<file path="src/rtl/fp_compare_stage.sv">
// Two-stage pipelined IEEE-754 compare (FEQ/FLT/FLE) with valid/ready flow control.
// Optional invalid-operation flag output enabled by defining FCMP_NV_FLAG_EN.
module fp_compare_stage #(
    parameter int BUS_WIDTH = 64,
    parameter int TAG_WIDTH = 5
) (
    input  logic                 clk,
    input  logic                 rst,
    input  logic                 in_valid,
    output logic                 in_ready,
    input  logic [1:0]           in_op,
    input  logic [BUS_WIDTH-1:0] in1,
    input  logic [BUS_WIDTH-1:0] in2,
    input  logic [TAG_WIDTH-1:0] in_rd,
    output logic                 out_valid,
    input  logic                 out_ready,
    output logic [BUS_WIDTH-1:0] out_result,
    output logic [TAG_WIDTH-1:0] out_rd
`ifdef FCMP_NV_FLAG_EN
    ,
    output logic                 out_nv
`endif
);

    // Handshake: a transfer happens on a rising edge where valid and ready are both high;
    // valid never depends on ready, and a presented transaction is held until it transfers.
    localparam int EW = (BUS_WIDTH == 64) ? 11 : 8;
    localparam int MW = BUS_WIDTH - 1 - EW;

    localparam logic [1:0] OP_FEQ = 2'b00;
    localparam logic [1:0] OP_FLT = 2'b01;
    localparam logic [1:0] OP_FLE = 2'b10;

    logic                 s1_valid_q, s1_valid_d;
    logic [1:0]           s1_op_q, s1_op_d;
    logic [BUS_WIDTH-1:0] s1_a_q, s1_a_d;
    logic [BUS_WIDTH-1:0] s1_b_q, s1_b_d;
    logic [TAG_WIDTH-1:0] s1_rd_q, s1_rd_d;
    logic                 s2_valid_q, s2_valid_d;
    logic                 s2_res_q, s2_res_d;
    logic [TAG_WIDTH-1:0] s2_rd_q, s2_rd_d;
    logic                 s2_nv_q, s2_nv_d;

    logic adv1, adv2;
    logic a_nan, b_nan, both_zero, bits_eq, a_lt_b;
    logic cmp_res, cmp_nv;
    logic [EW-1:0] a_exp, b_exp;
    logic [MW-1:0] a_man, b_man;

    always_comb begin
        adv2     = !s2_valid_q || out_ready;
        adv1     = s1_valid_q && adv2;
        in_ready = !s1_valid_q || adv2;
    end

    always_comb begin
        a_exp     = s1_a_q[BUS_WIDTH-2 -: EW];
        b_exp     = s1_b_q[BUS_WIDTH-2 -: EW];
        a_man     = s1_a_q[MW-1:0];
        b_man     = s1_b_q[MW-1:0];
        a_nan     = (&a_exp) && (|a_man);
        b_nan     = (&b_exp) && (|b_man);
        both_zero = (a_exp == '0) && (a_man == '0) && (b_exp == '0) && (b_man == '0);
        bits_eq   = (s1_a_q == s1_b_q);
        // Signed-magnitude ordering; the both-zero case is filtered out below.
        if (s1_a_q[BUS_WIDTH-1] != s1_b_q[BUS_WIDTH-1])
            a_lt_b = s1_a_q[BUS_WIDTH-1];
        else if (!s1_a_q[BUS_WIDTH-1])
            a_lt_b = s1_a_q[BUS_WIDTH-2:0] < s1_b_q[BUS_WIDTH-2:0];
        else
            a_lt_b = s1_a_q[BUS_WIDTH-2:0] > s1_b_q[BUS_WIDTH-2:0];

        cmp_res = 1'b0;
        cmp_nv  = 1'b0;
        case (s1_op_q)
            OP_FEQ: begin
                cmp_res = !(a_nan || b_nan) && (both_zero || bits_eq);
`ifdef FCMP_NV_FLAG_EN
                cmp_nv  = (a_nan && !a_man[MW-1]) || (b_nan && !b_man[MW-1]);
`endif
            end
            OP_FLT: begin
                cmp_res = !(a_nan || b_nan) && !both_zero && a_lt_b;
                cmp_nv  = a_nan || b_nan;
            end
            OP_FLE: begin
                cmp_res = !(a_nan || b_nan) && (both_zero || a_lt_b || bits_eq);
                cmp_nv  = a_nan || b_nan;
            end
            default: begin
                cmp_res = 1'b0;
                cmp_nv  = 1'b0;
            end
        endcase
    end

    always_comb begin
        s1_valid_d = s1_valid_q;
        s1_op_d    = s1_op_q;
        s1_a_d     = s1_a_q;
        s1_b_d     = s1_b_q;
        s1_rd_d    = s1_rd_q;
        s2_valid_d = s2_valid_q;
        s2_res_d   = s2_res_q;
        s2_rd_d    = s2_rd_q;
        s2_nv_d    = s2_nv_q;

        // in_ready covers both an empty S1 and an S1 draining this cycle.
        if (in_ready) begin
            s1_valid_d = in_valid;
            if (in_valid) begin
                s1_op_d = in_op;
                s1_a_d  = in1;
                s1_b_d  = in2;
                s1_rd_d = in_rd;
            end
        end

        if (adv2) begin
            s2_valid_d = s1_valid_q;
            if (adv1) begin
                s2_res_d = cmp_res;
                s2_rd_d  = s1_rd_q;
                s2_nv_d  = cmp_nv;
            end
        end
    end

    always_ff @(posedge clk or posedge rst) begin
        if (rst) begin
            s1_valid_q <= 1'b0;
            s1_op_q    <= '0;
            s1_a_q     <= '0;
            s1_b_q     <= '0;
            s1_rd_q    <= '0;
            s2_valid_q <= 1'b0;
            s2_res_q   <= 1'b0;
            s2_rd_q    <= '0;
            s2_nv_q    <= 1'b0;
        end else begin
            s1_valid_q <= s1_valid_d;
            s1_op_q    <= s1_op_d;
            s1_a_q     <= s1_a_d;
            s1_b_q     <= s1_b_d;
            s1_rd_q    <= s1_rd_d;
            s2_valid_q <= s2_valid_d;
            s2_res_q   <= s2_res_d;
            s2_rd_q    <= s2_rd_d;
            s2_nv_q    <= s2_nv_d;
        end
    end

    always_comb begin
        out_valid  = s2_valid_q;
        out_result = {{(BUS_WIDTH-1){1'b0}}, s2_res_q};
        out_rd     = s2_rd_q;
    end

`ifdef FCMP_NV_FLAG_EN
    assign out_nv = s2_nv_q;
`else
    logic unused_nv;
    assign unused_nv = s2_nv_q;
`endif

endmodule

</file>
<file path="config.mk">
export PLATFORM = sky130hd
export DESIGN_NAME = fp_compare_stage
export DESIGN_NICKNAME = d
export VERILOG_FILES = /design/src/rtl/fp_compare_stage.sv
export SDC_FILE = /design/constraint.sdc
export NUM_CORES = 1
export LEC_CHECK = 0
export CORE_MARGIN = 5
export CORE_UTILIZATION = 49
export DETAILED_ROUTE_END_ITERATION = 16
export PLACE_DENSITY_LB_ADDON = 0.15
export SYNTH_ARGS = -nofsm -noshare
export SYNTH_HDL_FRONTEND = slang
export SYNTH_SLANG_ARGS = --single-unit
</file>
<file path="constraint.sdc">
create_clock -name clk -period 6.41 [get_ports clk]
set_input_delay 0.9615 -clock clk [delete_from_list [all_inputs] [get_ports clk]]
set_output_delay 0.9615 -clock clk [all_outputs]
set_load 0.1 [all_outputs]
</file>
* Word level (Yosys, flattened, before mapping) *
Cells that the tools add are included.

word-level totals
  flip-flop bits (word level) = 143
  output and inout port bits = 71
  word-level logic and storage cells = 48

operators by class
  magnitude comparators = 2
  equal/unequal tests = 4
  multiplexer cells = 3
  reduce and logical (&&, ||, !) cells = 31

operators with widths
  kind                                           count
  logical NOT 52 bit                             2
  OR reduction 52 bit                            2
  == test 64 bit                                 1
  greater-than comparator 63 bit                 1
  < comparator 63 bit                            1
  logical NOT 11 bit                             2
  AND reduction 11 bit                           2
  logical AND 1 bit                              10
  logical OR 1 bit                               6
  logical NOT 1 bit                              4
  AND reduction 2 bit                            2
  one-hot mux 1 bit (3 select lines)             1
  == test 2 x 1 -> 1 bit, second input constant  1
  == test 2 bit, second input constant           1
  logical NOT 2 bit                              1
  2-to-1 mux 1 bit                               2
  inequality test 1 bit                          1

* Logic depth before layout (Yosys ltp) *
  word-level depth = 8
  gate-level depth with buffers = 11

* Worst setup path after synthesis *
OpenSTA, ideal clock, no wires.

  path kind = register -> register
  start = reg s2_valid_q, in the netlist out_valid
  end = reg s1_a_q[17]
  library setup time = 0.125 ns
  data arrival time = 3.488 ns
  required time = 6.285 ns
  path slack = 2.797 ns
  cell stages (with the launch flop) = 6
  buffers on the path = 2
  clock period less this slack = 3.613 ns
  cells stage by stage = dfrtp_1 > nand3b_1 > nand2_1 > clkbuf_1 > clkbuf_1 > mux2_2

between the ends
  word-level cells in the longest chain between the ends = 4

ends and longest elaborated chain
  item                                  line  source
  from (decl)                           39    logic s2_valid_q, s2_valid_d;
  from (signal assigned)                146   s2_valid_q <= s2_valid_d;
  logical NOT 1 bit                     51    adv2 = !s2_valid_q || out_ready;
  logical OR 1 bit                      51
  logical OR 1 bit                      53    in_ready = !s1_valid_q || adv2;
  net in_ready                          10    output logic in_ready,
  AND reduction 2 bit (no source line)  -
  to (signal assigned)                  133   s1_a_q <= '0;
  to (signal assigned)                  143   s1_a_q <= s1_a_d;
  to (decl)                             36    logic [BUS_WIDTH-1:0] s1_a_q, s1_a_d;

The timed path passes the listed nets, and every way through them passes these cells.
A chain may end at the register's enable or synchronous reset.

* Final worst setup path *
  start = in out_ready
  end = out in_ready

between the ends
  word-level cells in the longest chain between the ends = 2

ends and longest elaborated chain
  item              line  source
  from (decl)       16    input logic out_ready,
  logical OR 1 bit  51
  logical OR 1 bit  53
  to (decl)         10

Every way passes these cells.

==> metrics.txt <==
# TYPE chip_impl_metric gauge
chip_impl_info{name="status",value="complete, no violations"} 1
chip_impl_metric{name="worstPathMaxFanout",unit=""} 3
chip_impl_metric{name="clock_sinks",unit=""} 143
chip_impl_info{name="crit_end_element",value="output port"} 1
chip_impl_metric{name="worst_pin_slew",unit="ns"} 0.9966
chip_impl_metric{name="final_core_util",unit="%"} 63.12
chip_impl_metric{name="final.period_utilization",unit="%"} 58.74
chip_impl_metric{name="areaGrowthSynthToFinish",unit="%"} 28.21
chip_impl_metric{name="final.fill_count",unit=""} 1235
chip_impl_info{name="slowest_stage",value="sky130_fd_sc_hd__clkdlybuf4s50_1"} 1
chip_impl_metric{name="ys_async_sr_fraction",unit="%"} 100.0
chip_impl_metric{name="cts.reportedPaths.clkPinSlew",unit="ns"} 0.06
chip_impl_metric{name="worst-r2r-cell-count",unit=""} 11
chip_impl_metric{name="detailed_place.area",unit="mm^2"} 0.009201
chip_impl_metric{name="pwr_density_cell",unit="mW/mm^2"} 320.3
chip_impl_info{name="rsz0062_at_grt",value="false"} 1
chip_impl_metric{name="first_global_vias",unit=""} 5836
chip_impl_metric{name="max_cap_viol_count",unit=""} 0
chip_impl_metric{name="grt_first_pass_wirelength",unit="um"} 28900
chip_impl_metric{name="finish.instance_area",unit="mm^2"} 0.009917
chip_impl_metric{name="grt_start_max_net_pins",unit=""} 76
chip_impl_metric{name="drt.antenna.violating_nets",unit=""} 0
chip_impl_metric{name="numPortBuffers",unit=""} 146
chip_impl_metric{name="tritoncts.num_buffers",unit=""} 17
chip_impl_metric{name="whs_path_depth",unit=""} 1
chip_impl_metric{name="seq_area_frac_synth",unit="%"} 46.26
chip_impl_metric{name="ys_ff_latch",unit=""} 143
chip_impl_metric{name="timing.reg2reg.setup_slack",unit="ns"} 3.30
chip_impl_metric{name="post_layout_nonfiller_instances",unit=""} 1048
chip_impl_info{name="synth_flop_cell",value="sky130_fd_sc_hd__dfrtp_1"} 1
chip_impl_metric{name="drive_gt1_share",unit="%"} 19.25
chip_impl_metric{name="cts-resized-gates",unit=""} 0
chip_impl_metric{name="detail_route.wl_per_cell",unit="um"} 17.09
chip_impl_metric{name="clock-skew-final",unit="ns"} 0.005287
chip_impl_metric{name="fp.dieH",unit="um"} 135.6
chip_impl_metric{name="ir_worst_vdd",unit="mV"} 0.2025
chip_impl_metric{name="synth_area",unit="mm^2"} 0.007735
chip_impl_metric{name="yosys_warnings",unit=""} 0
chip_impl_metric{name="gr-usage-all-layers",unit="%"} 20.20
chip_impl_metric{name="grt-ovfl-total",unit=""} 0
chip_impl_metric{name="floorplan.die.width",unit="um"} 135.6
chip_impl_metric{name="dp_cells",unit=""} 1015
chip_impl_metric{name="via_count",unit=""} 5353
chip_impl_metric{name="critPathArrivalTime",unit="ns"} 2.80
chip_impl_metric{name="post_cts.repair.setup_buffers",unit=""} 0
chip_impl_metric{name="synth_edf_count",unit=""} 0
chip_impl_metric{name="clock_latency",unit="ns"} 0.41
chip_impl_metric{name="core_region_area",unit="mm^2"} 0.01571
chip_impl_metric{name="netlist_instances",unit=""} 666
chip_impl_metric{name="finalWorstPathRequiredPeriod",unit="ns"} 3.765
chip_impl_metric{name="synth_area_per_cell",unit="um^2"} 11.61
chip_impl_metric{name="globalplace.congestion",unit=""} 0.8575
chip_impl_metric{name="totalWireLength",unit="um"} 17910
chip_impl_info{name="worst_setup_path_startpoint",value="out_ready"} 1
chip_impl_info{name="critical_path.startpoint_type",value="primary input"} 1
chip_impl_info{name="path_cells",value="clkdlybuf4s50_1, nand3b_1, clkdlybuf4s50_1"} 1
chip_impl_metric{name="cp.required",unit="ns"} 5.45
chip_impl_metric{name="hpwl",unit="um"} 13840
chip_impl_metric{name="nets",unit=""} 1020
chip_impl_metric{name="setup-violations-final",unit=""} 0
chip_impl_metric{name="cts.path.max_buffers",unit=""} 2
chip_impl_metric{name="slowest_delay",unit="ns"} 1.17
chip_impl_metric{name="post_synth_num_cell_types",unit=""} 39
chip_impl_metric{name="slew_violations",unit=""} 0
chip_impl_metric{name="detail_route.iter0.violations",unit=""} 172
chip_impl_metric{name="post-route-drc-count",unit=""} 0
chip_impl_metric{name="htree_levels",unit=""} 4
chip_impl_metric{name="design.die.area",unit="mm^2"} 0.01840
chip_impl_info{name="hold_class",value="flop to flop"} 1
chip_impl_metric{name="routed_via_density",unit=""} 5.108
chip_impl_info{name="cts_root_buf",value="sky130_fd_sc_hd__clkbuf_16"} 1
chip_impl_info{name="path_class",value="primary input to output port"} 1
chip_impl_metric{name="initial_core_util",unit="%"} 49.23
chip_impl_metric{name="cts_hold_buf",unit=""} 0
chip_impl_metric{name="total_power",unit="mW"} 3.177
chip_impl_info{name="setup.worst_path.end",value="in_ready"} 1
chip_impl_metric{name="fp-row-count",unit=""} 46
chip_impl_metric{name="final_hold_vios",unit=""} 0
chip_impl_metric{name="fmaxAchievable",unit="MHz"} 265.6
chip_impl_metric{name="grt_antenna_before_repair",unit=""} 1
chip_impl_metric{name="final.setup.tns",unit="ns"} 0
chip_impl_metric{name="io_pins",unit=""} 210
chip_impl_info{name="cp_common_cell",value="sky130_fd_sc_hd__clkdlybuf4s50_1"} 1
chip_impl_info{name="reg2reg_to",value="s2_res_q"} 1
chip_impl_metric{name="drt_pass1_iterations",unit=""} 4
chip_impl_metric{name="relSlewSlack",unit="%"} 33.35
chip_impl_info{name="worstReg2RegStart",value="s1_b_q[61]"} 1
chip_impl_metric{name="power.leakage",unit="nW"} 4.470
chip_impl_info{name="cts_tree",value="done"} 1
## metal layers
layer / vias up / part of all wire, % / global-route usage, %
li1: 2554 / - / -
met1: 2599 / 42 / 25.52
met2: 168 / 49 / 33.32
met3: 30 / 7.1 / 5.238
met4: 2 / 2.2 / 7.839
met5: - / 0.073 / 0
## worst max-delay path, delay by kind of cell
family | cells | cell delay [ns]
AND/OR/NAND/NOR | 1 | 0.20
buffers and inverters | 2 | 1.64
## cell usage in the layout, fill, tap and decap left out, types with 2 or more instances in the layout
cell / instances
sky130_fd_sc_hd__ha_1: 63
sky130_fd_sc_hd__clkdlybuf4s50_1: 146
sky130_fd_sc_hd__nand2_1: 19
sky130_fd_sc_hd__conb_1: 63
sky130_fd_sc_hd__clkbuf_16: 17
sky130_fd_sc_hd__nor3_1: 3
sky130_fd_sc_hd__buf_4: 3
sky130_fd_sc_hd__nor2_1: 9
sky130_fd_sc_hd__nand3b_1: 2
sky130_fd_sc_hd__mux2_1: 24
sky130_fd_sc_hd__mux2_2: 117
sky130_fd_sc_hd__nand2_2: 3
sky130_fd_sc_hd__nor4_1: 35
sky130_fd_sc_hd__clkinv_2: 2
sky130_fd_sc_hd__nand3_1: 9
sky130_fd_sc_hd__a21oi_1: 28
sky130_fd_sc_hd__bufinv_16: 7
sky130_fd_sc_hd__a31oi_1: 4
sky130_fd_sc_hd__a211oi_1: 2
sky130_fd_sc_hd__or4_1: 2
sky130_fd_sc_hd__a221oi_1: 2
sky130_fd_sc_hd__nand2b_1: 7
sky130_fd_sc_hd__clkbuf_8: 4
sky130_fd_sc_hd__dfrtp_1: 143
sky130_fd_sc_hd__o21ai_0: 10
sky130_fd_sc_hd__a21o_1: 3
sky130_fd_sc_hd__nand4_1: 20
sky130_fd_sc_hd__inv_1: 66
## Yosys cell counts, drive strengths merged, types with 10 or more instances
master  number  area share [%]
nand4       20             1.6
nand2       23             1.2
clkbuf      12            0.58
mux2       141              21
dfrtp      143              46
buf         66             6.3
nand3       10            0.71
nor4        36             3.0
inv         67             3.3
a21oi       28             1.8
ha          63              10
o21ai       12            0.82
## how the worst min path moves through the flow
stage / startpoint / end
6_report: s1_rd_q[3] / s1_rd_q[3]
5_1_grt: s1_rd_q[3] / out_rd[3]
4_1_cts: s1_rd_q[4] / s1_rd_q[4]
3_5_place_dp: s1_rd_q[0] / out_rd[0]
3_3_place_gp: s1_rd_q[1] / out_rd[1]
2_1_floorplan: s1_rd_q[0] / out_rd[0]
## kinds of logic after synthesis
group	synth area share [%]
flip-flops	46.26
adder cells (fa/ha/maj)	10.19
AO/OA/AOI/OAI	4.400
buffers and inverters	10.14
AND/OR/NAND/NOR	8.427
multiplexers	20.53
other	0.04848
## stage by stage
| step | hold slack [ns] | setup WS [ns] |
|---|---|---|
| after floorplan | 0.4749 | 1.611 |
| after global placement | 0.4839 | 2.673 |
| after detailed placement | 0.4905 | 2.634 |
| after CTS | 0.5082 | 2.628 |
| after global routing | 0.5272 | 2.609 |
| final | 0.5028 | 2.645 |
## layout make-up
| type | count | area [um^2] | area share, % |
|---|---|---|---|
| clock buffer | 22 | 484.2 | 4.883 |
| clock inverter | 10 | 229.0 | 2.309 |
| sequential | 143 | 3578 | 36.08 |
| multi-input combinational | 440 | 3612 | 36.42 |
| inverter | 67 | 256.5 | 2.586 |
| antenna | 1 | 2.502 | 0.02523 |
| tap | 216 | 270.3 | 2.725 |
| timing repair buffer | 149 | 1484 | 14.96 |
## power breakdown
group	switching [mW]	leakage (nW)	internal [mW]
registers	0.125	1.67	1.04
logic	0.495	2.45	0.331
clock network	0.375	0.350	0.811
total	0.995	4.47	2.18
## sequential cells by signal, indices dropped and copies added, names as in the netlist
signal,flops
s2_res_q,1
out_rd,5
s1_a_q,64
s1_op_q,2
s1_rd_q,5
s1_valid_q,1
s1_b_q,64
out_valid,1
No activity file was read; power rests on OpenSTA's default activity.
==> variant 1 (config.mk and constraints unchanged) <==
Change the parameter `TAG_WIDTH` from 5 to 4.
--- a/src/rtl/fp_compare_stage.sv
+++ b/src/rtl/fp_compare_stage.sv
@@ -2,7 +2,7 @@
 // Optional invalid-operation flag output enabled by defining FCMP_NV_FLAG_EN.
 module fp_compare_stage #(
     parameter int BUS_WIDTH = 64,
-    parameter int TAG_WIDTH = 5
+    parameter int TAG_WIDTH = 4
 ) (
     input  logic                 clk,
     input  logic                 rst,
Interface: changed (resized in_rd and out_rd); port bits go from 210 to 208. No check against the original RTL was run, so the function may have changed too.
==> variant 1 against the unedited design <==
- final area down 2.1%
- highest routed layer is now met4
- register-to-register slack better by 0.44 ns
- clock power down 12%
- critical path depth unchanged
- non-clock buffer count down 3
- setup slack better by 0.036 ns
- sequential cell count down 2
- power down 4.9%
- combinational power down 0.5%
- final cell count down 1.9%
- routed wire length down 1.1%
- die area down 1.1%
- area after synthesis down 1.1%
==> variant 1: results (changes against the unedited design) <==
** Synth
- The average cell area after synthesis came to 11.67 um2 (was 11.61 um2).
- Ranking of synthesized cells by area: sky130_fd_sc_hd__dfrtp_1, sky130_fd_sc_hd__mux2_2, sky130_fd_sc_hd__ha_1 (unchanged).
- The number of distinct library cells after synthesis was 42 (was 39).
- Most numerous cell types in the synthesized netlist: sky130_fd_sc_hd__dfrtp_1, sky130_fd_sc_hd__mux2_2, sky130_fd_sc_hd__inv_1, sky130_fd_sc_hd__buf_4, sky130_fd_sc_hd__ha_1 (unchanged).
- Post-synthesis sequential area ratio :: 0.4615 (was 0.4626)
- Fraction of registers with async set or reset after synthesis :: 1.000 (unchanged)
- The number of warnings printed during yosys synthesis came to 0 (unchanged).

** Global routing
- Maximum number of pins on one net before global-route repair :: 76 (unchanged)
- The first-pass GRT wire length is 28,100 um (was 28,900 um).
- The number of antenna violations at the first check in global routing is 0 (was 1).
- The number of global-route vias before repair is 5,507 (was 5,836).
- Total global routing overflow :: 0 (unchanged)
- The total global routing track utilization was 0.1972 (was 0.2020).

** Place
- The count of port buffers added during placement was 144 (was 146).
- The instance area at placement is 9071 um2 (was 9201 um2).
- The number of cells in the design after placement is 996 (was 1,015).
- The half-perimeter wire length after detailed placement was 13,580 um (was 13,840 um).
- GP Congestion :: 0.8766 (was 0.8575)
- The setup slack at placement is 2.676 ns (was 2.634 ns).

** Route
- Average detailed-routed wire length per instance :: 17.24 um (was 17.09 um)
- The iteration-0 DRC count of the detailed router was 260 (was 172).
- Pre-antenna DRT Iters :: 4 (unchanged)
- Via density per instance :: 5.178 (was 5.108)
- Detailed-route via count :: 5,323 (was 5,353)

** Run status
- Result of the run: finished, final reports clean (unchanged).

** Critical path
- The arrival time at the worst endpoint came to 2.77 ns (was 2.80 ns).
- The maximum net fanout on the critical path is 3 (unchanged).

** STA
- The transition time at the pin with the least slew margin was 0.9775 ns (was 0.9966 ns).
- The worst clock skew is 0.005465 ns (was 0.005287 ns).
- Setup total negative slack :: 0 ns (unchanged)

** Clock network
- Count of instances resized after the clock tree is built :: 0 (unchanged)
- Post-CTS Setup Repair Bufs :: 0 (unchanged)
- Clock-pin slew on the worst setup and hold paths :: 0.05 ns
- The later pin in the worst-skew pair is clocked with a latency of 0.42 ns.
- The number of clock buffers inserted by TritonCTS is 17 (unchanged).
- Count of H-tree levels built during CTS :: 4 (unchanged)
- Max Root-Sink Buffers :: 2 (unchanged)
- The cell chosen for the clock root is sky130_fd_sc_hd__clkbuf_16 (unchanged).

** Layout
- Number of diodes :: 0 (was 1)
- Number of filler cells placed in the layout :: 1,179 (was 1,235)
- Biggest regs: s1_a_q: 64 flops, s1_b_q: 64 flops (unchanged).
- The fraction of final layout cells with drive strength greater than 1 is 0.2179 (was 0.1925).

** Power and ir drop
- The worst supply voltage drop on vdd was 0.0003003 V (was 0.0002025 V).
- The static power due to leakage was 4.341 nW (was 4.470 nW).
- Power spent charging and discharging nets :: 0.9796 mW (was 0.9947 mW)

** Worst hold path
- Type of the most critical hold path :: reg2reg (unchanged)
## variant 1: cell count changes after synthesis, moves of 4 or more
| cell | delta |
|---|---|
| sky130_fd_sc_hd__mux2_2 | +21 |
| sky130_fd_sc_hd__a21oi_1 | -6 |
| sky130_fd_sc_hd__a211oi_1 | +4 |
| sky130_fd_sc_hd__mux2_1 | -24 |
| sky130_fd_sc_hd__clkbuf_1 | -10 |
| sky130_fd_sc_hd__o21ai_0 | -4 |
| sky130_fd_sc_hd__buf_2 | +6 |
| sky130_fd_sc_hd__buf_1 | +4 |
## variant 1: critical path, cell delays in order
cell and delay [ns]:
sky130_fd_sc_hd__clkdlybuf4s50_1 0.46, sky130_fd_sc_hd__nand3b_1 0.18, sky130_fd_sc_hd__clkdlybuf4s50_1 1.17
## variant 1: power groups by stage
stage / combinational [mW] / sequential [mW] / clock, mW
after floorplan: 0.603 / 1.17 / 0
after global placement: 0.794 / 1.16 / 0
after detailed placement: 0.821 / 1.16 / 0
after CTS: 0.830 / 1.15 / 1.07
after global routing: 0.903 / 1.17 / 1.11
final: 0.822 / 1.15 / 1.05
## variant 1: cell families (layout without fill, tap and decap cells)
logic type                 Yosys count  in the layout  synth area share
and+or+nand+nor                    115            115           0.08313
muxes                              138            138            0.2032
AOI/OAI and AO/OA                   53             53           0.04484
other                                1             63         0.0004904
buffers and inverters              143            243            0.1026
xor gates and xnor gates             1              1          0.001146
DFF                                141            141            0.4615
adders and majority gates           63             63            0.1031
## variant 1: layout make-up
type | instances | area (um2) | share of cell area
Clock buffer | 21 | 470.5 | 0.04847
Clock inverter | 11 | 163.9 | 0.01689
Inverter | 65 | 249.0 | 0.02565
Multi-Input combinational cell | 433 | 3573 | 0.3682
Sequential cell | 141 | 3528 | 0.3635
Tap cell | 211 | 264.0 | 0.02720
Timing Repair Buffer | 146 | 1456 | 0.1501
## variant 1: per-layer routing
metal | vias up | GRT usage | wire [um]
li1 | 2509 | - | -
met1 | 2615 | 0.2540 | 7566
met2 | 179 | 0.3207 | 8557
met3 | 20 | 0.06669 | 1361
met4 | 0 | 0.05034 | 234
met5 | - | 0 | 0
## variant 1: final timing paths
check / start / slack (ns) / endpoint / cells past startpoint
max: out_ready / 2.68 / in_ready / 3
min: s1_valid_q / 0.50 / out_valid / 1
max reg2reg: s1_a_q[32] / 3.74 / s2_res_q / 9
min reg2reg: s1_valid_q / 0.50 / out_valid / 1
max in group asynchronous: rst / 4.00 / s1_b_q[51] / 3
min in group asynchronous: rst / 1.04 / s1_b_q[54] / 2
==> variant 2 (same settings) <==
Made on the original files. Make the reset (`rst`) synchronous in one clocked block.
--- a/src/rtl/fp_compare_stage.sv
+++ b/src/rtl/fp_compare_stage.sv
@@ -126,7 +126,7 @@
         end
     end
 
-    always_ff @(posedge clk or posedge rst) begin
+    always_ff @(posedge clk) begin
         if (rst) begin
             s1_valid_q <= 1'b0;
             s1_op_q    <= '0;
Behaviour: differs if rst is asserted again (counterexample within 4 cycles, from zero or initial values and one cycle with rst high); with rst held inactive, the same outputs for 10 cycles.
==> variant 2 against the unedited design <==
- register-to-register slack better by 0.47 ns
- setup slack improved by 0.018 ns
- sequential cell count stayed put
- final area down 6.9%
- power decreased by 21%
- routed wire length increased by 3.6%
- area after synthesis decreased by 5.1%
- final cell count is 23% higher
- critical endpoint unchanged
==> variant 2: results (changes against the unedited design) <==
** Layout
- Multi-input gate share of the layout cell area :: 0.4118 (was 0.3642)
- Comb_multi_in :: 711 (was 440)
- Final net count :: 1,290 (was 1,020)
- Number of diodes :: 0 (was 1)
- The fraction of area in registers is 0.3102 (was 0.3608).
- The filler cell count came to 1,366 (was 1,235).

** Critical path
- The depth of the most critical reg-to-reg path was 10 (was 11).
- Minimum setup slack among reg-to-reg paths :: 3.77 ns (was 3.30 ns)
- The arrival time at the worst endpoint was 2.79 ns (was 2.80 ns).
- The terminus of the critical flop-to-flop path is s2_res_q (unchanged).
- CP max FO :: 4 (was 3)

** Global routing
- The largest net degree at the start of global routing is 85 (was 76).
- The number of global-route vias before repair came to 6,195 (was 5,836).
- Aggregate global-route resource usage :: 0.2067 (was 0.2020)

** Route
- Met3 layer wire length in the routed design :: 1475 um (was 1268 um)
- DRT met1 WL :: 8381 um (was 7529 um)
- The routed length on met2 is 8546 um (was 8694 um).
- Pre-antenna DRT Iters :: 5 (was 4)

** Place
- GP Congestion :: 0.8759 (was 0.8575)

** Synth
- Most numerous cell types in the synthesized netlist :: sky130_fd_sc_hd__nand2_1, sky130_fd_sc_hd__a21oi_1, sky130_fd_sc_hd__dfxtp_1, sky130_fd_sc_hd__inv_1, sky130_fd_sc_hd__buf_4 (was sky130_fd_sc_hd__dfrtp_1, sky130_fd_sc_hd__mux2_2, sky130_fd_sc_hd__inv_1, sky130_fd_sc_hd__buf_4, sky130_fd_sc_hd__ha_1)
- The share of the yosys chip area belonging to registers was 0.3901 (was 0.4626).
- Ranking of synthesized cells by area: sky130_fd_sc_hd__dfxtp_1, sky130_fd_sc_hd__nand2_1, sky130_fd_sc_hd__a21oi_1 (was sky130_fd_sc_hd__dfrtp_1, sky130_fd_sc_hd__mux2_2, sky130_fd_sc_hd__ha_1).

** Power and ir drop
- Worst vdd ir :: 0.0001808 V (was 0.0002025 V)
- The cell-internal power came to 1.731 mW (was 2.182 mW).
- The sequential logic power came to 0.985 mW (was 1.17 mW).
- Sequential group share of total power :: 0.395 (was 0.367)
- The part of the power in the clock network is 0.402 (was 0.373).

** STA
- The worst clock skew came to 0.005375 ns (was 0.005287 ns).
- The worst-case hold slack was 0.4559 ns (was 0.5028 ns).

** Run status
- Result of the run :: finished, final reports clean (unchanged)
==> variant 2: cell count changes in the layout (fill, tap and decap cells not counted), sizes merged, moves of 5 or more <==
cell      before  now
clkinvlp       0    6
a21oi         28  164
nand2         23  291
dfxtp          0  143
mux2         141    0
dfrtp        143    0
nand2b         7    2
mux2i          0    6
==> variant 2: stage by stage <==
stage	setup WS [ns]	util	instances	instance area, um2
after global placement	2.667	0.5911	1253	8623
after global routing	2.613	0.6327	1285	9230
after floorplan	3.371	-	1030	7571
after detailed placement	2.661	0.5911	1253	8623
final	2.663	0.6327	1285	9230
after CTS	2.650	0.6327	1285	9230
==> variant 2: cell families after synthesis <==
group	count (synthesis)	synth area share
AND/OR/NAND/NOR	389	0.2315
AO/OA/AOI/OAI	189	0.1361
buffers and inverters	176	0.1250
flip-flops	143	0.3901
adder cells (fa/ha/maj)	63	0.1074
multiplexers	6	0.008184
other	1	0.0005110
XOR/XNOR	1	0.001194
==> variant 2: how the worst min path moves through the flow <==
stage          startpoint         end  cells past startpoint
6_report       s1_rd_q[2]  s1_rd_q[2]                      2
5_1_grt        s1_rd_q[0]  s1_rd_q[0]                      2
4_1_cts        s1_rd_q[3]  s1_rd_q[3]                      2
3_5_place_dp   s1_rd_q[3]  s1_rd_q[3]                      2
3_3_place_gp   s1_rd_q[2]  s1_rd_q[2]                      2
2_1_floorplan  s1_rd_q[0]  s1_rd_q[0]                      2
==> variant 2: per-layer routing <==
| metal | global-route usage | vias up |
|---|---|---|
| met4 | 0.05090 | 2 |
| met1 | 0.2681 | 2983 |
| met3 | 0.07328 | 13 |
| met2 | 0.3296 | 187 |
| met5 | 0 | - |
| li1 | - | 3353 |
